### config.mk
export PLATFORM = sky130hd
export DESIGN_NAME = hazard_scoreboard
export DESIGN_NICKNAME = d
export VERILOG_FILES = /design/src/rtl/hazard_scoreboard.sv
export SDC_FILE = /design/constraint.sdc
export NUM_CORES = 1
export LEC_CHECK = 0
export ABC_CLOCK_PERIOD_IN_PS = 3400
export CORE_ASPECT_RATIO = 1.25
export CORE_UTILIZATION = 49
export DETAILED_ROUTE_END_ITERATION = 7
export GPL_ROUTABILITY_DRIVEN = 0
export PLACE_DENSITY = 0.77
export SYNTH_ARGS = -nofsm -noshare
export SYNTH_HDL_FRONTEND = slang
export SYNTH_SLANG_ARGS = --single-unit
### constraint.sdc
create_clock -name clock -period 3.4 [get_ports clock]
set_input_delay 0.68 -clock clock [delete_from_list [all_inputs] [get_ports clock]]
set_output_delay 0.68 -clock clock [all_outputs]
set_load 0.01 [all_outputs]
### src/rtl/hazard_scoreboard.sv
// Counter-based RAW hazard scheduler for the ID stage of a 5-stage RISC-V pipeline.
// Each architectural register has a down-counter holding the number of cycles until
// an in-flight write becomes readable; a taken branch costs one wrong-path FLUSH cycle.
module hazard_scoreboard #(
  parameter int unsigned WB_LATENCY = 3
) (
  input  logic        clock,
  input  logic        reset,
  input  logic        inst_valid,
  input  logic [6:0]  opcode,
  input  logic [4:0]  rs1,
  input  logic [4:0]  rs2,
  input  logic [4:0]  rd,
  input  logic        branch_taken,
  output logic        pc_enable,
  output logic        if_id_enable,
  output logic        stall_pipeline,
  output logic        if_id_flush,
  output logic [31:0] busy_mask,
  output logic [15:0] stall_count
);

  localparam int unsigned CW     = $clog2(WB_LATENCY + 1);
  localparam logic [CW-1:0] LAT  = CW'(WB_LATENCY);

  localparam logic [6:0] OP_R    = 7'b0110011;
  localparam logic [6:0] OP_S    = 7'b0100011;
  localparam logic [6:0] OP_SB   = 7'b1100011;
  localparam logic [6:0] OP_LOAD = 7'b0000011;

  typedef enum logic {
    RUN   = 1'b0,
    FLUSH = 1'b1
  } state_t;

  state_t         state;
  state_t         state_next;
  logic [CW-1:0]  cnt [32];
  logic [31:0]    busy;
  logic           reads_rs1;
  logic           reads_rs2;
  logic           writes_rd;
  logic           effective;
  logic           hazard;
  logic           mark;

  // Decode which register fields the ID instruction actually uses.
  always_comb begin
    reads_rs1 = 1'b0;
    reads_rs2 = 1'b0;
    writes_rd = 1'b0;
    case (opcode)
      OP_R: begin
        reads_rs1 = 1'b1;
        reads_rs2 = 1'b1;
        writes_rd = 1'b1;
      end
      OP_S, OP_SB: begin
        reads_rs1 = 1'b1;
        reads_rs2 = 1'b1;
      end
      OP_LOAD: begin
        reads_rs1 = 1'b1;
        writes_rd = 1'b1;
      end
      default: begin
      end
    endcase
  end

  // A register is busy while its counter is non-zero; x0 is never busy.
  always_comb begin
    busy = '0;
    for (int i = 1; i < 32; i++) begin
      busy[i] = (cnt[i] != '0);
    end
  end

  assign busy_mask = busy;

  // State register for the wrong-path flush sequencer.
  always_ff @(posedge clock or posedge reset) begin
    if (reset) begin
      state <= RUN;
    end else begin
      state <= state_next;
    end
  end

  // Hazard detection, pipeline control outputs and flush sequencing.
  always_comb begin
    state_next     = state;
    effective      = 1'b0;
    hazard         = 1'b0;
    mark           = 1'b0;
    pc_enable      = 1'b1;
    if_id_enable   = 1'b1;
    stall_pipeline = 1'b0;
    if_id_flush    = 1'b0;

    // Reset and the wrong-path slot both turn the ID instruction into a bubble.
    effective = inst_valid && (state == RUN) && !reset;
    hazard    = effective &&
                ((reads_rs1 && (rs1 != 5'd0) && busy[rs1]) ||
                 (reads_rs2 && (rs2 != 5'd0) && busy[rs2]));
    mark      = effective && !hazard && writes_rd && (rd != 5'd0);

    stall_pipeline = hazard;
    pc_enable      = !hazard;
    if_id_enable   = !hazard;
    // Branch operands are stale while stalled, so a taken result only counts on issue.
    if_id_flush    = branch_taken && effective && !hazard;

    case (state)
      RUN:     if (if_id_flush) state_next = FLUSH;
      FLUSH:   state_next = RUN;
      default: state_next = RUN;
    endcase
  end

  // Per-register write-back countdown; a new mark overrides the decrement.
  always_ff @(posedge clock or posedge reset) begin
    if (reset) begin
      for (int i = 0; i < 32; i++) begin
        cnt[i] <= '0;
      end
    end else begin
      cnt[0] <= '0;
      for (int i = 1; i < 32; i++) begin
        if (mark && (rd == 5'(i))) begin
          cnt[i] <= LAT;
        end else if (cnt[i] != '0) begin
          cnt[i] <= cnt[i] - CW'(1);
        end
      end
    end
  end

  // Saturating count of bubble-inserting cycles.
  always_ff @(posedge clock or posedge reset) begin
    if (reset) begin
      stall_count <= 16'd0;
    end else if (stall_pipeline && (stall_count != 16'hFFFF)) begin
      stall_count <= stall_count + 16'd1;
    end
  end

endmodule

==> flow_summary.toml, run 1 <==
[setup_path]
startpoint_type = "input port"
worstPathMaxFanout = 5
rr_worst_depth = 9
critical_path_class = "in -> out"
cp.required_ns = 2.72
r2r_slack_ns = 0.25
worstPathArrival_ns = 2.59
reg2reg_to = "stall_count[1]"
crit_path_end_kind = "output pin"
r2r-start = "cnt[56]"

[synthesis]
synth_seq_cells = 79
syn_area_per_cell_um2 = 9.52
syn_inst = 529
synthTopCellsByCount = "inv_1, dfrtp_1, o21ai_0"
ys_async_sr_fraction = 1.00
yosys.area.top_type_share = 0.393
synth_fp_nets = 587
ys.flop_type = "dfrtp_1"
synth_cell_types = 43
ys_seq_area_frac = 0.393
synth_edf_count = 0
ys_warn_count = 0
synth.most_common_cell = "inv_1"
synthesis.area_mm2 = 0.00503
synth_area_leaders = "dfrtp_1, ha_1, inv_1"
yosysTopAreaCell = "dfrtp_1"

[timing]
slew_violations = 0
finClkSkew_ns = 0.00598
min_period_ns = 3.27
setup_viol = 0
relSlewSlack = 0.205
fin_crit_sh = 0.960
fmax_ghz = 0.306
holdWs_ns = 0.487
hold_viol = 0
tightest_slew_ns = 1.19

[die]
core_mm2 = 0.0101
die-area_mm2 = 0.0107
initial_core_util = 0.501
die_w_um = 92.7
num_io_pins = 78
rows = 41
fp.dieH_um = 115

[grt]
grt_pass1_vias = 4329
grt-busiest-layer = "met2"
grtUsageMet3 = 0.0556
grt.overflow.total = 0
antenna_found_initial = 1
grt_max_degree = 80
grt_use_met1 = 0.286
grt_usage = 0.245
met2_usage = 0.428
grt_pass1_wl_um = 20200

[placement]
dp.final_hpwl_um = 9010
port_buffers = 76

[finish]
final_core_util = 0.641
syn_to_final_growth_pct = 28.0
drive_gt1_frac = 0.126
num_antenna_cells = 0
fin_nets = 686

[cts]
postCtsHoldBufs = 0
cts_buffer_depth = 2
cts.sinks = 79
clk_pin_slew_ns = 0.06
cts_tree = "built"
htree_levels = 3
clockRootBuffer = "clkbuf_16"
cts_buffers = 9
clock_latency_ns = 0.34

[worst_hold_path]
hold_class = "reg -> reg"
min_to = "cnt[5]"
holdPathStages = 2
holdCritStartpoint = "cnt[5]"

[detailed_routing]
detail-route-antenna-nets = 0
drt_iter0_drc = 234
viasPerCell = 5.61
num_vias = 4276
firstDrtPassIters = 5
drc_errors = 0
routedWlPerCell_um = 16.3
finalWirelength_um = 12400

[outcome]
status = "finished clean"

[pwr]
leakagePower_nw = 3.07
power_per_cell_area_mw_per_mm2 = 865
ir_drop_v = 0.000468

[job]
max_cap_violations = 0
[kinds of logic after synthesis]
family / after synthesis / synth area share
other cells: 1 / 0.000745
mux: 41 / 0.112
simple gates: 111 / 0.120
fa+ha+maj: 32 / 0.0795
xor+xnor: 47 / 0.0818
flops: 79 / 0.393
compound gates: 90 / 0.112
buf+inv: 128 / 0.102
[cell usage in the layout, fill, tap and decap left out, types with 3 or more instances in the layout]
cell | synthesis | final
nand3_1 | 9 | 9
nand2_1 | 13 | 12
clkbuf_16 | 0 | 9
inv_1 | 100 | 99
ha_2 | 0 | 3
buf_6 | 2 | 3
nor3_1 | 4 | 4
mux2i_1 | 28 | 28
mux4_2 | 12 | 12
o21bai_1 | 20 | 20
dfrtp_1 | 79 | 79
dlygate4sd2_1 | 0 | 3
clkinvlp_4 | 0 | 3
clkdlybuf4s50_1 | 0 | 67
xor2_1 | 32 | 32
nand4_1 | 39 | 39
o21ai_0 | 42 | 42
buf_4 | 3 | 37
ha_1 | 32 | 29
nor2_1 | 23 | 23
nor2b_1 | 5 | 5
a21oi_1 | 14 | 14
xnor2_1 | 15 | 15
and2_1 | 4 | 4
and3_1 | 6 | 6
[critical path, stage by stage]
cell	delay, ns
clkdlybuf4s50_1	0.62
mux4_2	0.35
o2111ai_1	0.20
nand4b_1	0.18
o2bb2ai_4	0.23
nand2_2	0.08
clkdlybuf4s15_1	0.24
[sequential cells by signal, indices dropped and copies added, names as in the netlist]
| signal | flops |
|---|---|
| cnt | 62 |
| stall_count | 16 |
| state | 1 |
[final cells by class]
type	instances	area [um^2]
Fill cell	829	3610
Tap cell	129	161
Multi-Input combinational cell	322	2580
Clock inverter	5	58.8
Inverter	100	379
Timing Repair Buffer	116	1060
Sequential cell	79	1980
Clock buffer	11	233
[routing by layer]
layer | wire [um] | vias up
met3 | 655 | 39
met5 | 16 | -
met1 | 5020 | 2090
li1 | - | 1995
met4 | 397 | 2
met2 | 6330 | 150
[per-stage QoR]
stage          instances  worst slack, ns  TNS [ns]  power (mW)  cell area (um^2)
6_report             762            0.135         0        5.58              6440
2_1_floorplan        529           0.0379         0        3.52              5040
3_5_place_dp         746           -0.597    -15.28        4.61              6130
3_3_place_gp         746           -0.564    -12.00        4.42              6130
5_1_grt              762         -0.00105  -0.00105        6.04              6440
4_1_cts              762           0.0139         0        5.60              6430
[worst max path at each step]
| stage | from | to | slack [ns] | depth (start not counted) |
|---|---|---|---|---|
| final | rs1[1] | pc_enable | 0.13 | 7 |
| after global routing | cnt[30] | if_id_flush | -0.001 | 10 |
| after CTS | rs1[0] | pc_enable | 0.01 | 7 |
| after detailed placement | rs1[0] | stall_pipeline | -0.60 | 9 |
| after global placement | rs1[0] | stall_pipeline | -0.56 | 8 |
| after floorplan | rs2[1] | pc_enable | 0.04 | 9 |
[report_power, final]
part | internal (mW) | switching (mW) | total (mW)
Sequential | 1.38 | 0.204 | 1.58
Combinational | 1.57 | 1.48 | 3.05
Clock | 0.569 | 0.375 | 0.943
Total | 3.52 | 2.06 | 5.58
[timing repair]
action	4_1_cts	5_1_grt
setup buffers	0	0
pin swaps	4	4
gates resized for setup	22	7
setup endpoints to repair	6	5
No activity file was read; power rests on OpenSTA's default activity.
==> run 2, diff against run 1 <==
--- a/config.mk
+++ b/config.mk
@@ -7,7 +7,9 @@
 export LEC_CHECK = 0
 export ABC_CLOCK_PERIOD_IN_PS = 3400
 export CORE_ASPECT_RATIO = 1.25
+export CORE_MARGIN = 3
 export CORE_UTILIZATION = 49
+export CTS_CLUSTER_DIAMETER = 200
 export DETAILED_ROUTE_END_ITERATION = 7
 export GPL_ROUTABILITY_DRIVEN = 0
 export PLACE_DENSITY = 0.77
==> flow_summary.toml, run 2 (same netlist as run 1, synthesis figures left out) <==
[cts]
htree_levels = 3
cts_buffer_depth = 2
clk_pin_slew_ns = 0.06
clockRootBuffer = "clkbuf_16"
cts_tree = "built"
cts.sinks = 79
clock_latency_ns = 0.34
cts_buffers = 9

[detailed_routing]
viasPerCell = 5.60
drc_errors = 0
num_vias = 4247
routedWlPerCell_um = 16.8
drt_iter0_drc = 288
finalWirelength_um = 12800
firstDrtPassIters = 5
detail-route-antenna-nets = 0

[finish]
seqCellArea_mm2 = 0.00198
fin_nets = 686
num_antenna_cells = 0
syn_to_final_growth_pct = 28.9
final_cell_mix = "inv_1, dfrtp_1, clkdlybuf4s50_1"
reg_top3 = "cnt x62, stall_count x16, state x1"
final_common_cell = "inv_1"
multi_input_area_mm2 = 0.00261
fillCellCount = 788
regMostFlops = "cnt"
largest_reg_flops = 62
drive_gt1_frac = 0.142

[setup_path]
path_cells = "inv_1 > ha_1 > mux4_2 > mux4_2 > nor2b_4 > o2bb2ai_4 > nand2_2 > inv_1 > dlygate4sd2_1"
worstPathMaxFanout = 3
startpoint_type = "flip-flop"
cp.required_ns = 2.72
worstPathArrival_ns = 2.66
slowest_stage = "mux4_2"
critical_path_class = "reg -> out"
cpPeakStageDelay_ns = 0.49
crit_path_end_kind = "output pin"

[timing]
relSlewSlack = 0.0993
setup_viol = 0
holdWs_ns = 0.489
finClkSkew_ns = 0.00640
slew_violations = 0
fmax_ghz = 0.300
min_period_ns = 3.34
tns_ns = 0
tightest_slew_ns = 1.35
hold_viol = 0
fin_crit_sh = 0.981

[die]
die-area_mm2 = 0.0115
core_mm2 = 0.00981
initial_core_util = 0.513
fp.dieH_um = 119
die_w_um = 96.7
num_io_pins = 78
rows = 40

[grt]
antenna_found_initial = 0
grt_usage = 0.229
grt_pass1_vias = 4382
grt_pass1_wl_um = 21400
grt.overflow.total = 0
grt_max_degree = 80

[placement]
port_buffers = 76
dp.final_hpwl_um = 9130

[pwr]
p_sw_frac = 0.372
ir_drop_v = 0.000483
intPower_mw = 3.52
power_per_cell_area_mw_per_mm2 = 865
power_frac_comb = 0.545
p_sw_mw = 2.09
power_frac_clock = 0.173
power.share.sequential = 0.282
leakagePower_nw = 3.05

[worst_hold_path]
hold_class = "reg -> reg"

[outcome]
status = "finished clean"

[job]
max_cap_violations = 0
## run 2: cell count changes in the layout (fill, tap and decap cells not counted), sizes merged
| cell | delta |
|---|---|
| dlygate4sd2 | +4 |
| clkbuf | -2 |
| clkdlybuf4s15 | -2 |
| clkinvlp | +2 |
| buf | -1 |
| dlymetal6s2s | -1 |
## run 2: worst max-delay path: cells and delay by family, from the launching register on
family	cells	cell delay [ns]
multiplexers	2	0.97
buffers and inverters	3	0.37
AND/OR/NAND/NOR	2	0.23
flip-flops	1	0.36
AO/OA/AOI/OAI	1	0.17
adder cells (fa/ha/maj)	1	0.22
## run 2: worst paths after layout
check | to | cells past startpoint | slack, ns | start
min | cnt[1] | 2 | 0.49 | cnt[1]
min in group asynchronous | stall_count[4] | 3 | 1.10 | reset
min reg2reg | cnt[1] | 2 | 0.49 | cnt[1]
max | stall_pipeline | 9 | 0.06 | cnt[32]
max reg2reg | stall_count[1] | 11 | 0.15 | cnt[32]
max in group asynchronous | cnt[4] | 3 | 1.67 | reset
## run 2: area by class of cell
cell class	instances	share of cell area
inverter	100	0.0584
clock buffer	9	0.0347
multi-input combinational	322	0.402
timing repair buffer	116	0.164
clock inverter	7	0.0114
tap	126	0.0243
sequential	79	0.305
## run 2: metrics by stage
stage | power (mW) | area, um^2 | worst slack, ns | util | instances
6_report | 5.61 | 6490 | 0.0642 | 0.661 | 759
5_1_grt | 6.10 | 6490 | -0.0318 | 0.661 | 759
4_1_cts | 5.61 | 6440 | 0.00328 | 0.657 | 757
3_5_place_dp | 4.58 | 6110 | -0.639 | 0.623 | 739
3_3_place_gp | 4.39 | 6110 | -0.562 | 0.623 | 739
2_1_floorplan | 3.52 | 5040 | 0.0379 | - | 529
## run 2: power by group through the flow
stage | clock (mW) | combinational [mW] | sequential (mW)
floorplan | 0 | 1.97 | 1.56
global placement | 0 | 2.82 | 1.57
detailed placement | 0 | 2.98 | 1.60
CTS | 0.978 | 3.04 | 1.58
global route | 1.03 | 3.44 | 1.63
finish | 0.969 | 3.06 | 1.58
## run 2: timing repair
action / CTS / global route
resized for setup: 20 / 15
pin swaps: 4 / 3
setup endpoints to repair: 6 / 4
hold buffers: 0 / 0
setup buffers: 2 / 2
## run 2: routing by layer
layer,up-vias,part of all wire,track usage
met5,-,0,0
met4,0,0.021,0.0817
met3,21,0.054,0.0469
met2,132,0.51,0.392
met1,2102,0.41,0.286
li1,1992,-,-
